**config.mk**
```make
export PLATFORM = sky130hd
export DESIGN_NAME = seg_scan_ctrl_flat
export DESIGN_NICKNAME = d
export VERILOG_FILES = /design/src/rtl/seg_pkg.sv /design/src/rtl/seg_scan_if.sv /design/src/rtl/seg_scan_tick.sv /design/src/rtl/seg_scan_ctrl.sv /design/src/flat_wrapper.sv
export SDC_FILE = /design/constraint.sdc
export NUM_CORES = 1
export LEC_CHECK = 0
export ABC_CLOCK_PERIOD_IN_PS = 2200
export CORE_ASPECT_RATIO = 1.25
export CORE_MARGIN = 5
export CORE_UTILIZATION = 40
export CTS_BUF_LIST = sky130_fd_sc_hd__clkbuf_2 sky130_fd_sc_hd__clkbuf_4 sky130_fd_sc_hd__clkbuf_8
export DETAILED_ROUTE_END_ITERATION = 10
export REMOVE_ABC_BUFFERS = 1
export SYNTH_ARGS = -nofsm -noshare
export SYNTH_HDL_FRONTEND = slang
export SYNTH_SLANG_ARGS = --single-unit
```
**constraint.sdc**
```tcl
create_clock -name clk -period 2.2 [get_ports clk]
set_clock_uncertainty 0.15 [all_clocks]
set_input_delay 0.22 -clock clk [delete_from_list [all_inputs] [get_ports clk]]
set_output_delay 0.22 -clock clk [all_outputs]
set_load 0.01 [all_outputs]
```
**src/rtl/seg_pkg.sv**
```systemverilog
// seg_pkg: shared scan-controller types, blank code and index-width helper.
package seg_pkg;
  typedef enum logic [1:0] {IDLE, BLANK, SHOW} state_t;
  localparam logic [3:0] SEG_BLANK_CODE = 4'hF;
  function automatic int idx_w(input int n);
    return (n > 1) ? $clog2(n) : 1;
  endfunction
endpackage

```
**src/rtl/seg_scan_if.sv**
```systemverilog
// seg_scan_if: display-word load handshake (valid/ready) between producer and scan controller.
interface seg_scan_if #(parameter int NUM_DIGITS = 4) ();
  logic [4*NUM_DIGITS-1:0] bcd_in;
  logic [NUM_DIGITS-1:0]   dp_in;
  logic                    in_valid;
  logic                    in_ready;
  modport master (output bcd_in, dp_in, in_valid, input in_ready);
  modport slave  (input bcd_in, dp_in, in_valid, output in_ready);
endinterface

```
**src/rtl/seg_scan_tick.sv**
```systemverilog
// seg_scan_tick: per-slot cycle counter emitting end-of-blank and end-of-slot strobes.
module seg_scan_tick #(
  parameter int TICK_DIV  = 1000,
  parameter int BLANK_CYC = 16
) (
  input  logic clk,
  input  logic rst_n,
  input  logic i_run,
  output logic o_show_start,
  output logic o_slot_end
);
  localparam int CW = $clog2(TICK_DIV);
  logic [CW-1:0] r_cnt;
  assign o_show_start = r_cnt == CW'(BLANK_CYC - 1);
  assign o_slot_end   = r_cnt == CW'(TICK_DIV - 1);
  always_ff @(posedge clk or negedge rst_n) begin
    if (!rst_n) r_cnt <= '0;
    else        r_cnt <= (!i_run || o_slot_end) ? '0 : r_cnt + CW'(1);
  end
endmodule

```
**src/rtl/seg_scan_ctrl.sv**
```systemverilog
// seg_scan_ctrl: time-multiplexed 7-segment scan with blanking gaps and frame-aligned word updates.
// Define SEG_SCAN_LZB_EN to blank leading zeros on digits above digit 0.
module seg_scan_ctrl import seg_pkg::*; #(
  parameter int NUM_DIGITS = 4,
  parameter int TICK_DIV   = 1000,
  parameter int BLANK_CYC  = 16
) (
  input  logic                  clk,
  input  logic                  rst_n,
  input  logic                  enable,
  seg_scan_if.slave             bus,
  output logic [3:0]            sin,
  output logic                  dp_out,
  output logic [NUM_DIGITS-1:0] dig_en,
  output logic                  frame_done
);
  localparam int IDX_W = idx_w(NUM_DIGITS);
  state_t                       r_state, w_next;
  logic [IDX_W-1:0]             r_idx, w_idx_nxt;
  logic [NUM_DIGITS-1:0][3:0]   r_shadow, r_pend;
  logic [NUM_DIGITS-1:0]        r_shadow_dp, r_pend_dp;
  logic                         r_in_ready;
  logic                         w_show_start, w_slot_end, w_last, w_show, w_copy;
  logic [3:0]                   w_nib;

  seg_scan_tick #(.TICK_DIV(TICK_DIV), .BLANK_CYC(BLANK_CYC)) u_tick (
    .clk          (clk),
    .rst_n        (rst_n),
    .i_run        (enable && r_state != IDLE),
    .o_show_start (w_show_start),
    .o_slot_end   (w_slot_end)
  );

  assign w_last       = r_idx == IDX_W'(NUM_DIGITS - 1);
  assign w_show       = enable && r_state == SHOW;
  assign bus.in_ready = r_in_ready;
  // Pending word lands on the shadow at the frame_done output cycle, or immediately while stopped.
  assign w_copy       = !r_in_ready && (!enable || frame_done);

`ifdef SEG_SCAN_LZB_EN
  logic [NUM_DIGITS-1:0] w_lz;
  always_comb begin
    logic z;
    z = 1'b1;
    w_lz = '0;
    for (int i = NUM_DIGITS - 1; i > 0; i--) begin
      z = z && r_shadow[i] == 4'd0;
      w_lz[i] = z;
    end
  end
  assign w_nib = w_lz[r_idx] ? SEG_BLANK_CODE : r_shadow[r_idx];
`else
  assign w_nib = r_shadow[r_idx];
`endif

  always_comb begin
    w_next    = !enable ? IDLE :
                r_state == IDLE ? BLANK :
                (r_state == BLANK && w_show_start) ? SHOW :
                (r_state == SHOW && w_slot_end) ? BLANK : r_state;
    w_idx_nxt = !enable ? '0 :
                (r_state == SHOW && w_slot_end) ? (w_last ? '0 : r_idx + IDX_W'(1)) : r_idx;
  end

  always_ff @(posedge clk or negedge rst_n) begin
    if (!rst_n) begin
      r_state     <= IDLE;
      r_idx       <= '0;
      sin         <= SEG_BLANK_CODE;
      dp_out      <= 1'b0;
      dig_en      <= '0;
      frame_done  <= 1'b0;
      r_in_ready  <= 1'b1;
      r_shadow    <= {NUM_DIGITS{SEG_BLANK_CODE}};
      r_shadow_dp <= '0;
      r_pend      <= '0;
      r_pend_dp   <= '0;
    end else begin
      r_state    <= w_next;
      r_idx      <= w_idx_nxt;
      sin        <= w_show ? w_nib : SEG_BLANK_CODE;
      dp_out     <= w_show && r_shadow_dp[r_idx];
      dig_en     <= w_show ? NUM_DIGITS'(1) << r_idx : '0;
      frame_done <= w_show && w_slot_end && w_last;
      if (bus.in_valid && r_in_ready) begin
        r_pend     <= bus.bcd_in;
        r_pend_dp  <= bus.dp_in;
        r_in_ready <= 1'b0;
      end else if (w_copy) begin
        r_shadow    <= r_pend;
        r_shadow_dp <= r_pend_dp;
        r_in_ready  <= 1'b1;
      end
    end
  end
endmodule
```
**src/flat_wrapper.sv**
```systemverilog
// flat-port wrapper written by rule: the top's interface ports become plain ports
module seg_scan_ctrl_flat import seg_pkg::*;
#(
  parameter int NUM_DIGITS = 4,
  parameter int TICK_DIV   = 1000,
  parameter int BLANK_CYC  = 16
)
  (clk, rst_n, enable, sin, dp_out, dig_en, frame_done, bus_bcd_in, bus_dp_in, bus_in_valid, bus_in_ready);
  seg_scan_if #(.NUM_DIGITS(NUM_DIGITS)) bus_i ();
  input  logic clk;
  input  logic rst_n;
  input  logic enable;
  output logic [3:0] sin;
  output logic dp_out;
  output logic [NUM_DIGITS-1:0] dig_en;
  output logic frame_done;
  input wire logic [$bits(bus_i.bcd_in)-1:0] bus_bcd_in;
  input wire logic [$bits(bus_i.dp_in)-1:0] bus_dp_in;
  input wire logic [$bits(bus_i.in_valid)-1:0] bus_in_valid;
  output wire logic [$bits(bus_i.in_ready)-1:0] bus_in_ready;
  assign bus_i.bcd_in = bus_bcd_in;
  assign bus_i.dp_in = bus_dp_in;
  assign bus_i.in_valid = bus_in_valid;
  assign bus_in_ready = bus_i.in_ready;
  seg_scan_ctrl #(.NUM_DIGITS(NUM_DIGITS), .TICK_DIV(TICK_DIV), .BLANK_CYC(BLANK_CYC)) u_core (.clk(clk), .rst_n(rst_n), .enable(enable), .bus(bus_i), .sin(sin), .dp_out(dp_out), .dig_en(dig_en), .frame_done(frame_done));
endmodule
```
## Yosys cells after proc, flatten, opt, wreduce, memory -nomap -nowiden

Index checks and enable logic that the tools add are counted.

| storage, ports and cells | value |
|---|---|
| bits of input ports | 24 |
| register bits | 65 |

| operators by class | value |
|---|---|
| add/sub/neg operators | 2 |
| shifts and indexed selects | 1 |
| reduce and logical (&&, ||, !) cells | 18 |
| equality and inequality tests | 7 |
| magnitude comparators | 1 |
| bitwise operators | 1 |
| mux-type cells | 16 |

Operator list:

| cell | count |
|---|---|
| 2-bit 2-to-1 mux | 7 |
| 4-bit 2-to-1 mux | 3 |
| 10-bit by 1-bit adder with 10-bit output (second input constant) | 1 |
| 10-bit == test (second input constant) | 1 |
| 10-bit by 4-bit == test with 1-bit output (second input constant) | 1 |
| 10-bit 2-to-1 mux | 1 |
| 1-bit logical AND | 9 |
| 4-bit binary-select mux with 2-bit select | 1 |
| 2-bit == test (second input constant) | 2 |
| 4-bit by 1-bit != test with 1-bit output (second input constant) | 1 |
| 2-bit nonzero test | 2 |
| 1-bit by 2-bit << shifter with 4-bit output (first input constant) | 1 |
| 1-bit logical NOT | 3 |
| 2-bit by 3-bit < comparator with 1-bit output (second input constant) | 1 |
| 1-bit 2-to-1 mux | 3 |
| 2-bit by 1-bit adder with 2-bit output (second input constant) | 1 |
| 1-bit binary-select mux with 2-bit select | 1 |
| 2-bit by 1-bit == test with 1-bit output (second input constant) | 1 |
| 2-bit logical NOT | 1 |
| 1-bit logical OR | 2 |
| 2-bit by 1-bit != test with 1-bit output (second input constant) | 1 |
| 2-bit AND reduction | 1 |
| 1-bit inverter | 1 |

## Logic depth before layout (Yosys ltp)

| depth | value |
|---|---|
| depth in word-level cells | 6 |
| depth in mapped cells | 5 |
| depth with buffers taken out | 4 |

## By module

From an unflattened synthesis, not the netlist that was laid out.

| unflattened totals | value |
|---|---|
| cell total of the unflattened synthesis | 195 |
| area, all modules | 2775.2 um2 |

By module, submodules not included:

| module | times used | cells each | sequential area each (um2) | area each (um2) |
|---|---|---|---|---|
| seg_scan_ctrl | 1 | 143 | 1402.6 | 2255.9 |
| seg_scan_tick | 1 | 52 | 250.2 | 519.2 |

## Worst setup path after synthesis

No wires, ideal clock.

| timing path | value |
|---|---|
| path type | register to register |
| from | register u_core.u_tick.r_cnt[0] |
| to | register u_core.frame_done |
| slack | 0.546 ns |
| data required time | 1.970 ns |
| setup time | 0.080 ns |
| stages on the path, launching flop included | 5 |
| arrival time | 1.424 ns |
| cells stage by stage | dfrtp_1 ha_1 nand4_4 or4b_1 nor3b_2 |

| on the way | value |
|---|---|
| word-level cells in the longest chain between the ends | 3 |

Ends and longest elaborated chain:

| element | line | RTL |
|---|---|---|
| start: declaration | seg_scan_tick.sv:13 | `logic [CW-1:0] r_cnt;` |
| start signal: assignment | seg_scan_tick.sv:18 | `else r_cnt <= (!i_run \|\| o_slot_end) ? '0 : r_cnt + CW'(1);` |
| 10-bit == test | seg_scan_tick.sv:15 | `assign o_slot_end = r_cnt == CW'(TICK_DIV - 1);` |
| 1-bit logical AND (2 in series) | seg_scan_ctrl.sv:84 | `frame_done <= w_show && w_slot_end && w_last;` |
| end signal: assignment | seg_scan_ctrl.sv:84 |  |
| end: declaration | seg_scan_ctrl.sv:15 | `output logic frame_done` |

No other way between the ends.
A chain may end at the register's enable or synchronous reset.

## Final worst setup path

| timing path | value |
|---|---|
| from | register u_core.r_in_ready (netlist: u_core.bus.in_ready) |
| to | output bus_in_ready |

RTL lines:

| element | line | RTL |
|---|---|---|
| start: declaration | seg_scan_ctrl.sv:22 | `logic r_in_ready;` |
| start signal: assignment | seg_scan_ctrl.sv:73 | `r_in_ready <= 1'b1;` |
| start signal: assignment | seg_scan_ctrl.sv:88 | `r_in_ready <= 1'b0;` |
| start signal: assignment | seg_scan_ctrl.sv:92 | `r_in_ready <= 1'b1;` |
| end: declaration | flat_wrapper.sv:20 | `output wire logic [$bits(bus_i.in_ready)-1:0] bus_in_ready;` |

No word-level cell between the ends.

==> reports/qor.csv <==
metric,value,unit
overflow left after global routing,0,
Worst Tran Pin Value,0.464,ns
CTS Root Cell,clkbuf_8,
Syn-to-layout area delta,25.1,%
Die X,84.5,microns
fin worst setup slack,0.364,ns
Reg-to-Reg Start,u_core.u_tick.r_cnt[0],
crit-path cells,clkdlybuf4s50_1,
Synth top area share,39.7,%
Reg power frac,52.0,%
Post-Synthesis Cells,192,
Final setup viols,0,
Main synth FF type,dfrtp_1,
crit-path max FO,4,
routed wl met2,2300,microns
vias per std cell,4.92,
"Slew Viols, Final",0,
share of cells above drive strength 1,38.9,%
Worst Hold Slack,0.275,ns
DP HPWL,3170,microns
combinational share of power,14.2,%
vias in the first global route,1695,
top sig layer,met4,
WP data required,1.83,ns
Total Routing Usage GR,12.2,%
dpl ws,0.335,ns
Clock Latency Late Sink,0.34,ns
CTS tree,yes,
max_slew headroom,69.0,%
Final GP Congestion,0.805,
final wirelength,4740,microns
initial antenna violation count,0,
pwr/cell area,927,nW/um^2
Clk network pwr share,33.9,%
setup repair bufs after CTS,0,
crit path launch type,flip-flop,
crit-path max cell delay,0.58,ns
yosys warns,0,
asr flop ratio synth,100,%
first-pass GRT wire length,8210,microns
crit path buf inv count,1,
drt first pass iters,4,
Final period util,83.5,%
"CTS clk-pin slew, worst paths",0.07,ns
buffer depth of the longest clock path,2,
port bufs,34,
Leakage,1.41,nW
Net Sw Frac,22.0,%
status,"complete, no violations",
CP arrival,1.47,ns
CTS HTree Levels,3,
crit path kind,flip-flop to output port,
Critical Path End Type,output port,
row cnt,34,
drt first-iter violations,65,
Final Cell Area,3470,sq um
Clock Sinks,65,
number of synthesized register bits,65,
Max Cap Violations,0,
"delay-heaviest family, CP",flip-flops,
die area,8710,sq um
vias,1620,
Final Hold Vio Count,0,
Post-synth EDFFs,0,
R2R setup slack,0.44,ns
FMAX,545,MHz
"Seq/Total Area, Yosys",59.6,%
met1 wire length,2120,microns
Pint,2.51,mW
Max VDD drop,0.569,mV
RSZ-0062 raised after global routing,false,
Switch Pwr,0.707,mW
Residual DRC,0,
Routed Antenna Nets,0,
Die Ht,103,microns
Nets,263,
Setup TNS Final,0,ns
Area contributors post-synth,"dfrtp_1 (40%), dfstp_2 (20%), mux2_2 (16%)",
total CTS buffers,9,
Worst Hold Class,primary input to async pin,
synthesized cell area,2780,sq um
met3 WL,241,microns
reg2reg end,u_core.frame_done,
dominant cell type by area after synthesis,dfrtp_1,
CP max-delay cell,dfstp_2,
wire per inst,14.4,microns
Placed Area,3250,sq um
largest net degree at the start of global routing,66,
r2r worst-path depth,4,
post-synth cell types,37,
syn_area_per_cell,14.5,sq um
Antenna Cells,0,
utilization after layout,50.7,%
Core Box Area,6850,sq um
Final min period,1.84,ns
I/O pin count,35,
Initial Util,40.5,%
power groups by stage:
stage | clock, mW | sequential (mW) | combinational, mW
floorplan | 0 | 1.64 | 0.343
global placement | 0 | 1.69 | 0.449
detailed placement | 0 | 1.69 | 0.463
CTS | 1.13 | 1.67 | 0.465
global route | 1.18 | 1.71 | 0.503
finish | 1.09 | 1.67 | 0.456
kinds of logic after synthesis:
kind of cell	synth area share, %
AOI/OAI and AO/OA	4.33
xor gates and xnor gates	0.947
adders and majority gates	2.25
buffers and inverters	1.94
DFF	59.6
muxes	21.0
and+or+nand+nor	9.96
registers in the layout, summed over array words and instances, names as in the netlist, 2 cells and up:
signal	cells
u_core.r_pend	16
u_core.r_shadow	16
u_core.u_tick.r_cnt	10
u_core.dig_en	4
u_core.r_pend_dp	4
u_core.r_shadow_dp	4
u_core.sin	4
u_core.r_idx	2
u_core.r_state	2
cells in the final DEF, fill, tap and decap left out, drive strengths merged, types with 6 or more instances in the layout:
cell type	netlist	layout
nand2	6	6
clkdlybuf4s50	0	33
clkbuf	4	10
dfstp	21	21
mux2	40	40
a21oi	6	6
dfrtp	44	44
and2	6	6
cells in the mapped netlist, types with 2 or more instances:
library cell,count
mux4_2,5
xor2_1,3
dfstp_2,21
clkbuf_1,4
mux2i_1,2
nand2b_1,5
and2_1,6
nand3b_1,2
inv_1,5
ha_1,5
or3_1,4
o21ai_0,4
a21oi_1,6
mux2_2,40
nand3_1,4
buf_2,4
nand2_1,6
dfrtp_1,44
nor2_1,4
layout make-up:
type / instances / area, sq um
clock buffers: 10 / 131
well taps: 90 / 113
multi-input cells: 114 / 1070
flip-flops and latches: 65 / 1650
repair buffers: 39 / 400
fillers: 615 / 3380
clock inverters: 6 / 82.6
inverters: 5 / 18.8
worst max path at each step:
stage	startpoint	end	slack (ns)	cells after the start
after floorplan	u_core.frame_done	u_core.r_shadow_dp[0]	0.02	3
after global placement	enable	u_core.r_shadow_dp[0]	0.35	4
after detailed placement	enable	u_core.r_shadow_dp[2]	0.34	4
after CTS	u_core.bus.in_ready	bus_in_ready	0.34	1
after global routing	u_core.bus.in_ready	bus_in_ready	0.33	1
final	u_core.bus.in_ready	bus_in_ready	0.36	1
per-layer routing:
metal	vias up	track usage [%]
li1	765	-
met3	6	4.48
met4	0	5.12
met1	811	15.1
met5	-	0
met2	38	19.6
per-stage QoR:
stage | power [mW] | instances
after floorplan | 1.99 | 184
after global placement | 2.14 | 312
after detailed placement | 2.16 | 312
after CTS | 3.27 | 329
after global routing | 3.39 | 329
final | 3.22 | 329
timing repair:
| item | in CTS | in global routing |
|---|---|---|
| hold endpoints to repair | 44 | 0 |
| gates resized for setup | 0 | 0 |
| hold buffers | 1 | 0 |
Note: power is estimated with default switching activity, not from simulation.
